$ cat config.mk
export PLATFORM = sky130hd
export DESIGN_NAME = alu_operand_entry
export DESIGN_NICKNAME = d
export VERILOG_FILES = /design/src/rtl/cpu_types_pkg.sv /design/src/rtl/key_debounce.sv /design/src/rtl/alu_operand_entry.sv
export SDC_FILE = /design/constraint.sdc
export NUM_CORES = 1
export LEC_CHECK = 0
export CAP_MARGIN = 5
export CORE_MARGIN = 2
export CORE_UTILIZATION = 57
export CTS_CLUSTER_DIAMETER = 100
export CTS_CLUSTER_SIZE = 24
export DETAILED_ROUTE_END_ITERATION = 12
export GPL_ROUTABILITY_DRIVEN = 0
export HOLD_SLACK_MARGIN = 0.03
export PLACE_DENSITY = 0.84
export SLEW_MARGIN = 25
export SYNTH_ARGS = -nofsm -noshare
export SYNTH_HDL_FRONTEND = slang
export SYNTH_SLANG_ARGS = --single-unit
$ cat constraint.sdc
create_clock -name CLK -period 5.2 [get_ports CLK]
set_clock_uncertainty 0.05 [all_clocks]
set_input_delay 0.52 -clock CLK [delete_from_list [all_inputs] [get_ports CLK]]
set_output_delay 0.52 -clock CLK [all_outputs]
set_load 0.05 [all_outputs]
$ cat src/rtl/cpu_types_pkg.sv
// Shared types for the ALU harness: datapath word, opcode, and the operand-entry FSM state.
package cpu_types_pkg;

  typedef logic [31:0] word_t;
  typedef logic [3:0]  aluop_t;

  typedef enum logic [1:0] {
    ENTER_A  = 2'b00,
    ENTER_B  = 2'b01,
    ENTER_OP = 2'b10,
    READY    = 2'b11
  } entry_state_t;

  localparam int OPERAND_SIGN_BIT = 16;

  // Sign bit on SW[16] extends over the whole upper half of the word.
  function automatic word_t operand_value(input logic [16:0] swq);
    return {{16{swq[OPERAND_SIGN_BIT]}}, swq[15:0]};
  endfunction

endpackage

$ cat src/rtl/key_debounce.sv
// One active-low pushbutton: synchronize, debounce, and emit a one-cycle pulse on each accepted press.
module key_debounce #(
  parameter int DEBOUNCE_CYCLES = 250000,
  parameter int CNT_W           = 18
) (
  input  logic CLK,
  input  logic nRST,
  input  logic key_n,
  output logic press
);

  localparam logic [CNT_W-1:0] CNT_MAX = CNT_W'(DEBOUNCE_CYCLES - 1);

  logic             sync1_q;
  logic             sync2_q;
  logic             stable_q;
  logic             stable_dly_q;
  logic             press_q;
  logic [CNT_W-1:0] cnt_q;

  // Released (high) is the idle level everywhere in the chain.
  always_ff @(posedge CLK or negedge nRST) begin
    if (!nRST) begin
      sync1_q      <= 1'b1;
      sync2_q      <= 1'b1;
      stable_q     <= 1'b1;
      stable_dly_q <= 1'b1;
      press_q      <= 1'b0;
      cnt_q        <= '0;
    end else begin
      sync1_q      <= key_n;
      sync2_q      <= sync1_q;
      stable_dly_q <= stable_q;
      press_q      <= stable_dly_q & ~stable_q;
      if (sync2_q == stable_q) begin
        cnt_q <= '0;
      end else if (cnt_q == CNT_MAX) begin
        stable_q <= sync2_q;
        cnt_q    <= '0;
      end else begin
        cnt_q <= cnt_q + {{(CNT_W-1){1'b0}}, 1'b1};
      end
    end
  end

  assign press = press_q;

endmodule

$ cat src/rtl/alu_operand_entry.sv
// Operand/opcode entry front end: debounced keys drive a 4-state FSM that loads porta, portb and aluop.
module alu_operand_entry
  import cpu_types_pkg::*;
#(
  parameter int DEBOUNCE_CYCLES = 250000,
  parameter int CNT_W           = 18
) (
  input  logic        CLK,
  input  logic        nRST,
  input  logic [3:0]  KEY,
  input  logic [17:0] SW,
  output word_t       porta,
  output word_t       portb,
  output aluop_t      aluop,
  output logic        ready,
  output logic        alu_go,
  output logic [1:0]  state_led
);

  logic [3:0]   press;
  logic [16:0]  sw_sync1_q;
  logic [16:0]  swq;
  entry_state_t state_q;
  word_t        porta_q;
  word_t        portb_q;
  aluop_t       aluop_q;
  logic         ready_q;
  logic         alu_go_q;
  logic         enter_s;
  logic         clear_s;
  logic         repeat_s;
  logic         unused_inputs_s;

  for (genvar k = 0; k < 4; k++) begin : g_key
    key_debounce #(
      .DEBOUNCE_CYCLES(DEBOUNCE_CYCLES),
      .CNT_W          (CNT_W)
    ) u_key_debounce (
      .CLK  (CLK),
      .nRST (nRST),
      .key_n(KEY[k]),
      .press(press[k])
    );
  end

  assign enter_s         = press[0];
  assign clear_s         = press[1];
  assign repeat_s        = press[2];
  assign unused_inputs_s = ^{press[3], SW[17]};

  always_ff @(posedge CLK or negedge nRST) begin
    if (!nRST) begin
      sw_sync1_q <= '0;
      swq        <= '0;
    end else begin
      sw_sync1_q <= SW[16:0];
      swq        <= sw_sync1_q;
    end
  end

  // Priority: clear over enter over repeat; alu_go is suppressed if it fired last cycle.
  always_ff @(posedge CLK or negedge nRST) begin
    if (!nRST) begin
      state_q  <= ENTER_A;
      porta_q  <= 32'h0000_0000;
      portb_q  <= 32'h0000_0000;
      aluop_q  <= 4'h0;
      ready_q  <= 1'b0;
      alu_go_q <= 1'b0;
    end else begin
      alu_go_q <= 1'b0;
      if (clear_s) begin
        state_q <= ENTER_A;
        porta_q <= 32'h0000_0000;
        portb_q <= 32'h0000_0000;
        aluop_q <= 4'h0;
        ready_q <= 1'b0;
      end else begin
        case (state_q)
          ENTER_A: begin
            if (enter_s) begin
              porta_q <= operand_value(swq);
              state_q <= ENTER_B;
            end
          end
          ENTER_B: begin
            if (enter_s) begin
              portb_q <= operand_value(swq);
              state_q <= ENTER_OP;
            end
          end
          ENTER_OP: begin
            if (enter_s) begin
              aluop_q  <= swq[3:0];
              state_q  <= READY;
              ready_q  <= 1'b1;
              alu_go_q <= 1'b1;
            end
          end
          READY: begin
            if (enter_s) begin
              state_q <= ENTER_A;
              ready_q <= 1'b0;
            end else if (repeat_s && !alu_go_q) begin
              alu_go_q <= 1'b1;
            end
          end
          default: begin
            state_q <= ENTER_A;
            ready_q <= 1'b0;
          end
        endcase
      end
    end
  end

  assign porta     = porta_q;
  assign portb     = portb_q;
  assign aluop     = aluop_q;
  assign ready     = ready_q;
  assign alu_go    = alu_go_q;
  assign state_led = state_q;

endmodule

==> impl_metrics.tcl, run 1 <==
set metrics [dict create \
    status "finished clean" \
    synth_nets 593 \
    switchingPower_uw 494 \
    syn_area_mm2 0.00598 \
    diodes 0 \
    timing.final.crit_share 0.503 \
    r2r-end "g_key[0].u_key_debounce.cnt_q[11]" \
    cts_buffer_depth 2 \
    synth_top_area_frac 0.556 \
    yosysTopAreaCell "dfrtp_1" \
    finalPower_uw 2420 \
    vias 4297 \
    p_int_uw 1930 \
    r2r_cells 4 \
    track_usage 0.233 \
    avgViaCountPerCell 5.57 \
    synth_edf_count 0 \
    switching_share 0.204 \
    pwr-share-comb 0.023 \
    place_hpwl_um 7590 \
    hold_viol 0 \
    synthCells 562 \
    ys_top_cells_by_area "dfrtp_1, nand2_1, dfstp_2, a21oi_1, buf_4" \
    rows 37 \
    p_leak_uw 0.00305 \
    ys_types 33 \
    startpoint_type "register" \
    drv_slew 0 \
    h-tree-depth 4 \
    antenna_found_initial 0 \
    worst-path-buf-inv 1 \
    drt_iter0_drc 445 \
    nets 655 \
    pwr-share-clk 0.495 \
    cts_resized 0 \
    grt_max_degree 103 \
    end_kind "primary output" \
    clk_pin_slew_ns 0.06 \
    clock_latency_ns 0.53 \
    dieArea_mm2 0.0113 \
    gr-total-overflow 0 \
    setup-tns-final_ns 0 \
    worst_path_max_delay_cell "clkdlybuf4s50_1" \
    seqPwrFrac 0.482 \
    io_pins 96 \
    ys_dominant_reg_cell "dfrtp_1" \
    cp_top_family "buffers and inverters" \
    maxSlewHeadroom 0.410 \
    crit_arrival_ns 2.04 \
    hold_ws_ns 0.0307 \
    die-height_um 106 \
    period_minus_slack_ns 2.61 \
    power_density_mw_per_mm2 328 \
    grt_pass1_vias 4334 \
    cp_slowest_stage_delay_ns 0.90 \
    required_ns 4.63 \
    grt_first_pass_wirelength_um 20600 \
    syn_area_per_cell_um2 10.6 \
    finalSetupViolCount 0 \
    timing.final.ws_setup_ns 2.59 \
    path_cells "clkdlybuf4s50_1" \
    cts_tree "built" \
    cts_setup_buffers 0 \
    synth.most_common_cell "dfrtp_1" \
    cts_buffers 17 \
    ys_ff_latch 145 \
    startpoint "porta[30]" \
    wirelength_um 12100 \
    synth_common_cells "dfrtp_1, nand2_1, nor2_1" \
    dr.pass1.iters 4 \
    io_buffers 93 \
    drc 0 \
    hold_class "input port to asynchronous set/reset pin" \
    cap_violations 0 \
    synth-async-reset-ratio 1.00 \
    fmax_ghz 0.383 \
    ys_warn_count 0 \
    cts_hold_buf 0 \
    reg2reg_from "g_key[0].u_key_debounce.cnt_q[0]" \
    critPathMaxFanout 17 \
    reg2reg_slack_ns 3.05 \
    path_class "register to primary output" \
    areaGrowthSynthToFinish_pct 23.2 \
    ys_seq_area_frac 0.609 \
    post-place-ws_ns 3.10 \
    start_util 0.582 \
    detail-route-antenna-nets 0 \
    tightest_slew_ns 0.885 \
    cts_root_buffer "clkbuf_8" \
    die_x_um 106 \
    rsz0062_at_grt "false" \
    vdd_ir_drop_max_uv 185 \
    wl_per_cell_um 15.7 \
    core_mm2 0.0103 \
    cts.sinks 145 \
    drive_above_1_share 0.0833 \
]
## per-stage QoR
stage / area, µm² / utilization / instances
after floorplan: 5980 / - / 562
after global placement: 6790 / 0.660 / 741
after detailed placement: 6790 / 0.660 / 741
after CTS: 7370 / 0.717 / 772
after global routing: 7370 / 0.717 / 772
final: 7370 / 0.717 / 772
## layout by cell type, fill, tap and decap left out, types with 2 or more instances in the layout
master	synthesis	routed
a21oi_1	52	52
and2_1	6	6
and3_1	5	5
and4_1	5	5
buf_4	30	2
bufinv_16	0	3
clkbuf_1	17	3
clkbuf_16	0	16
clkbuf_8	0	3
clkdlybuf4s50_1	0	92
clkinv_2	0	2
clkinvlp_4	0	3
dfrtp_1	133	133
dfstp_2	12	12
ha_1	7	7
inv_1	9	9
mux2_2	3	3
nand2_1	89	89
nand3_1	19	19
nand4_1	20	20
nor2_1	54	54
nor2b_1	4	4
nor3_1	7	7
nor4_1	9	9
nor4b_1	2	2
o21ai_0	12	12
o21ai_2	2	2
or3_1	11	11
xnor2_1	23	23
xor2_1	18	18
## worst max path at each step
stage,to,depth (start not counted)
final,porta[28],1
after floorplan,portb[10],6
after CTS,porta[28],1
after global placement,porta[22],1
after detailed placement,porta[28],1
after global routing,porta[24],1
## registers in the layout, summed over array words and instances, names as in the netlist
signal and flops:
aluop 4, sw_sync1_q 17, porta 17, g_key.u_key_debounce.cnt_q 54
swq 17, g_key.u_key_debounce.sync2_q 3, alu_go 1, ready 1
state_led 2, portb 17, g_key.u_key_debounce.stable_dly_q 3, g_key.u_key_debounce.stable_q 3
g_key.u_key_debounce.press 3, g_key.u_key_debounce.sync1_q 3
## cell families after synthesis
group | share of synthesized area
AND/OR/NAND/NOR | 0.191
multiplexers | 0.00565
AO/OA/AOI/OAI | 0.0613
adder cells (fa/ha/maj) | 0.0146
XOR/XNOR | 0.0600
buffers and inverters | 0.0581
flip-flops | 0.609
## power groups by stage
stage | Clock (µW) | Combinational [µW] | Sequential (µW)
2_1_floorplan | 0 | 16.3 | 1180
3_5_place_dp | 0 | 57.5 | 1190
6_report | 1200 | 55.8 | 1170
5_1_grt | 1260 | 64.8 | 1170
4_1_cts | 1210 | 57.9 | 1170
3_3_place_gp | 0 | 55.9 | 1180
## area by class of cell
class / instances / area, µm²
clock buffer: 22 / 453
clock inverter: 9 / 131
fill: 648 / 2910
inverter: 9 / 33.8
multi-input combinational: 356 / 1990
sequential: 145 / 3640
tap: 136 / 170
timing repair buffer: 95 / 947
## layer usage
| metal | up-vias | part of all wire | track usage |
|---|---|---|---|
| li1 | 1991 | - | - |
| met1 | 2104 | 0.41 | 0.288 |
| met2 | 179 | 0.50 | 0.392 |
| met3 | 23 | 0.065 | 0.0595 |
| met4 | 0 | 0.021 | 0.0965 |
| met5 | - | 0 | 0 |
(Power assumes the default switching activity.)
==> run 2: changes to the inputs <==
CORE_UTILIZATION = 48   (was 57)
PLACE_DENSITY = 0.76   (was 0.84)
clock period = 2.4 ns   (was 5.2 ns; I/O delays follow)
==> run 2 against run 1 <==
Effect of this change: clock-buffer cell count is 1 lower; sequential cell count did not move; hold slack gained 0.15 ns; cell area rose by 1.2%; worst setup slack lost 2.4 ns; die area is 18% higher; routed wire length is 8.3% lower.
==> impl_metrics.tcl, run 2 (synthesized netlist as in run 1, its figures left out) <==
set metrics [dict create \
    regArea_mm2 0.00364 \
    fmax_ghz 0.445 \
    startpoint_type "register" \
    cts_resized 0 \
    vdd_ir_drop_max_uv 412 \
    final_util 0.616 \
    critPathMaxFanout 17 \
    maxSlewHeadroom 0.533 \
    cap_violations 0 \
    io_buffers 93 \
    drive_above_1_share 0.0919 \
    start_util 0.494 \
    timing.final.crit_share 0.936 \
    worst_path_max_delay_cell "clkdlybuf4s50_1" \
    grt_first_pass_wirelength_um 18700 \
    cts_buffer_depth 2 \
    drv_slew 0 \
    crit_arrival_ns 1.96 \
    place_hpwl_um 7560 \
    tightest_slew_ns 0.701 \
    h-tree-depth 4 \
    path_class "register to primary output" \
    core_mm2 0.0121 \
    dr.pass1.iters 4 \
    vias 4153 \
    io_pins 96 \
    nets 660 \
    required_ns 2.11 \
    clk_pin_slew_ns 0.06 \
    track_usage 0.179 \
    setup-tns-final_ns 0 \
    status "finished clean" \
    final_cell_mix "dfrtp_1, clkdlybuf4s50_1, nand2_1, nor2_1, a21oi_1" \
    rows 40 \
    antenna_found_initial 0 \
    detail-route-antenna-nets 0 \
    diodes 0 \
    cp_slowest_stage_delay_ns 0.91 \
    die-height_um 116 \
    clock_latency_ns 0.41 \
    path_cells "clkdlybuf4s50_1" \
    largest_reg_flops 54 \
    num-fill-cells 983 \
    power_density_mw_per_mm2 687 \
    cts_buffers 17 \
    cts_root_buffer "clkbuf_16" \
    wl_per_cell_um 13.7 \
    hold_viol 0 \
    gr-total-overflow 0 \
    grt_max_degree 69 \
    die_x_um 116 \
    dieArea_mm2 0.0134 \
    grt_pass1_vias 4006 \
    drc 0 \
    cts_tree "built" \
    period_minus_slack_ns 2.25 \
    hold_class "input port to register" \
    drt_iter0_drc 299 \
    p_leak_uw 0.00307 \
    cts.sinks 145 \
    end_kind "primary output" \
    areaGrowthSynthToFinish_pct 24.6 \
    rsz0062_at_grt "false" \
    wirelength_um 11100 \
    worst-path-buf-inv 1 \
    top_register "g_key.u_key_debounce.cnt_q" \
    multi_input_area_mm2 0.00199 \
    avgViaCountPerCell 5.13 \
    final_common_cell "dfrtp_1" \
    finalSetupViolCount 0 \
    cp_top_family "buffers and inverters" \
]
-- run 2: worst paths after layout --
| kind | from | endpoint | slack [ns] | cells after the start |
|---|---|---|---|---|
| worst min-delay path | KEY[2] | g_key[2].u_key_debounce.sync1_q | 0.18 | 1 |
| min in group asynchronous | nRST | g_key[0].u_key_debounce.cnt_q[7] | 0.35 | 2 |
| worst min register to register | sw_sync1_q[0] | swq[0] | 0.29 | 0 |
| worst max-delay path | porta[30] | porta[16] | 0.15 | 1 |
| worst max register to register | g_key[0].u_key_debounce.cnt_q[0] | g_key[0].u_key_debounce.cnt_q[14] | 0.55 | 5 |
| max in group asynchronous | nRST | g_key[0].u_key_debounce.stable_q | 1.26 | 3 |
-- run 2: what timing repair did --
| action | in CTS | in global routing |
|---|---|---|
| hold endpoints to repair | 58 | 0 |
| hold buffers | 1 | 0 |
| buffers inserted | 0 | 0 |
-- run 2: layout make-up --
class                           instances  share of cell area
Inverter                                9             0.00453
Sequential cell                       145               0.489
Clock inverter                         11              0.0139
Tap cell                              168              0.0282
Timing Repair Buffer                  100               0.136
Clock buffer                           21              0.0618
Multi-Input combinational cell        356               0.267
-- run 2: layer usage --
metal	GRT usage	wire length (µm)	vias up
li1	-	-	1993
met1	0.229	4980	2026
met2	0.290	5300	118
met3	0.0445	613	16
met4	0.0817	224	0
met5	0	0	-
-- run 2: metrics by stage --
step / setup slack, ns / std cells / power [µW] / hold slack (ns) / cell area (µm²)
2_1_floorplan: 0.547 / 562 / 2600 / -0.106 / 5980
3_3_place_gp: 0.611 / 777 / 2700 / 0.226 / 6880
3_5_place_dp: 0.553 / 777 / 2700 / 0.238 / 6880
4_1_cts: 0.101 / 810 / 5180 / 0.163 / 7460
5_1_grt: 0.0350 / 810 / 5310 / 0.160 / 7460
6_report: 0.153 / 810 / 5120 / 0.181 / 7460
-- run 2: report_power, final --
group	switching, µW	internal [µW]
registers	28.6	2500
clock network	979	1480
logic	77.3	55.7
total	1080	4040
==> run 3: changes to the inputs <==
SKIP_LAST_GASP = 1   (was not set)
clock period = 2 ns   (was 2.4 ns; I/O delays follow)
==> run 3 against run 2 <==
Effect of this change: register-to-register slack got worse by 0.39 ns; clock power rose by 47%; sequential power rose by 20%.
==> impl_metrics.tcl, run 3 (synthesized netlist as in run 1, its figures left out) <==
set metrics [dict create \
    dr.pass1.iters 4 \
    gr-total-overflow 0 \
    period_minus_slack_ns 1.93 \
    top_layer "met4" \
    wl_met1_um 5210 \
    vias 4183 \
    route.met2.wl_um 5560 \
    diodes 0 \
    h-tree-depth 4 \
    dieArea_mm2 0.0134 \
    die_x_um 116 \
    detail-route-antenna-nets 0 \
    cts_buffer_depth 2 \
    clock_latency_ns 0.41 \
    cp_slowest_stage_delay_ns 0.85 \
    core_mm2 0.0121 \
    wl_per_cell_um 14.2 \
    p_leak_uw 0.00324 \
    cap_violations 0 \
    end_kind "primary output" \
    grt_max_degree 60 \
    r2r_cells 5 \
    path_class "register to primary output" \
    antenna_found_initial 0 \
    die-height_um 116 \
    io_pins 96 \
    startpoint_type "register" \
    tightest_slew_ns 0.613 \
    drc 0 \
    vdd_ir_drop_max_uv 544 \
    grt_first_pass_wirelength_um 19000 \
    power_density_mw_per_mm2 904 \
    setup-tns-final_ns 0 \
    reg2reg_from "g_key[0].u_key_debounce.cnt_q[0]" \
    nets 666 \
    maxSlewHeadroom 0.590 \
    final_common_cell "dfrtp_1" \
    post-place-ws_ns 0.198 \
    worst-path-buf-inv 1 \
    cts.sinks 145 \
    timing.final.ws_setup_ns 0.0728 \
    drv_slew 0 \
    status "finished clean" \
    met3WireLength_um 568 \
    hold_class "input port to register" \
    timing.final.crit_share 0.964 \
    final_util 0.622 \
    finalSetupViolCount 0 \
    cts_resized 0 \
    io_buffers 93 \
    r2r-end "g_key[0].u_key_debounce.cnt_q[9]" \
    top_register "g_key.u_key_debounce.cnt_q" \
    hold_depth 1 \
    clk_pin_slew_ns 0.05 \
    hold_ws_ns 0.145 \
    fmax_ghz 0.519 \
    cts_root_buffer "clkbuf_16" \
    avgViaCountPerCell 5.14 \
    wirelength_um 11600 \
    worst_path_max_delay_cell "clkdlybuf4s50_1" \
    crit_arrival_ns 1.68 \
    areaGrowthSynthToFinish_pct 25.9 \
    track_usage 0.183 \
    cts_buffers 17 \
    drt_iter0_drc 358 \
    cts_hold_buf 1 \
    path_cells "clkdlybuf4s50_1" \
    final_cell_mix "dfrtp_1, nand2_1, clkdlybuf4s50_1, nor2_1, a21oi_1" \
    cp_top_family "buffers and inverters" \
    rows 40 \
    critPathMaxFanout 5 \
    start_util 0.494 \
    grt_pass1_vias 3879 \
    reg2reg_slack_ns 0.16 \
    cts_tree "built" \
    drive_above_1_share 0.150 \
    required_ns 1.75 \
    place_hpwl_um 7740 \
    largest_reg_flops 54 \
    rsz0062_at_grt "false" \
    whs_endpoint "g_key[2].u_key_debounce.sync1_q" \
    min_from "KEY[2]" \
    cts_setup_buffers 0 \
    hold_viol 0 \
]
## run 3: per-layer routing
| metal | global-route usage | vias up |
|---|---|---|
| met3 | 0.0471 | 17 |
| met2 | 0.288 | 126 |
| met4 | 0.0714 | 0 |
| met1 | 0.244 | 2032 |
| met5 | 0 | - |
| li1 | - | 2008 |
## run 3: worst max path at each step
stage	endpoint	startpoint	slack (ns)	cells past startpoint
6_report	state_led[0]	state_led[0]	0.07	1
5_1_grt	state_led[0]	state_led[0]	0.02	1
4_1_cts	state_led[0]	state_led[0]	0.05	1
3_5_place_dp	g_key[0].u_key_debounce.cnt_q[9]	g_key[0].u_key_debounce.cnt_q[0]	0.20	5
3_3_place_gp	g_key[0].u_key_debounce.cnt_q[16]	g_key[0].u_key_debounce.cnt_q[0]	0.22	5
2_1_floorplan	portb[10]	state_led[0]	0.15	6
## run 3: worst reg2reg max path: stages (launching register included)
cell	delay (ns)
dfrtp_1	0.41
ha_1	0.22
nand4_1	0.36
o31ai_4	0.35
buf_4	0.26
nor2_1	0.08
## run 3: layout make-up
type / count / area, µm²
clock buffer: 19 / 443
clock inverter: 11 / 234
fill: 932 / 4580
inverter: 9 / 33.8
multi-input combinational: 356 / 1990
sequential: 145 / 3640
tap: 168 / 210
timing repair buffer: 106 / 975
## run 3: metrics by stage
step	total power [µW]	std cells	cell area, µm²
CTS	6870	814	7530
global placement	3240	783	6840
finish	6810	814	7530
floorplan	3110	562	5980
global route	7040	814	7530
detailed placement	3250	783	6840
## run 3: power breakdown
group          switching [µW]  leakage (µW)  internal (µW)
logic                    94.7       0.00101           66.6
clock network            1130      0.000333           2480
registers                34.2       0.00190           3000
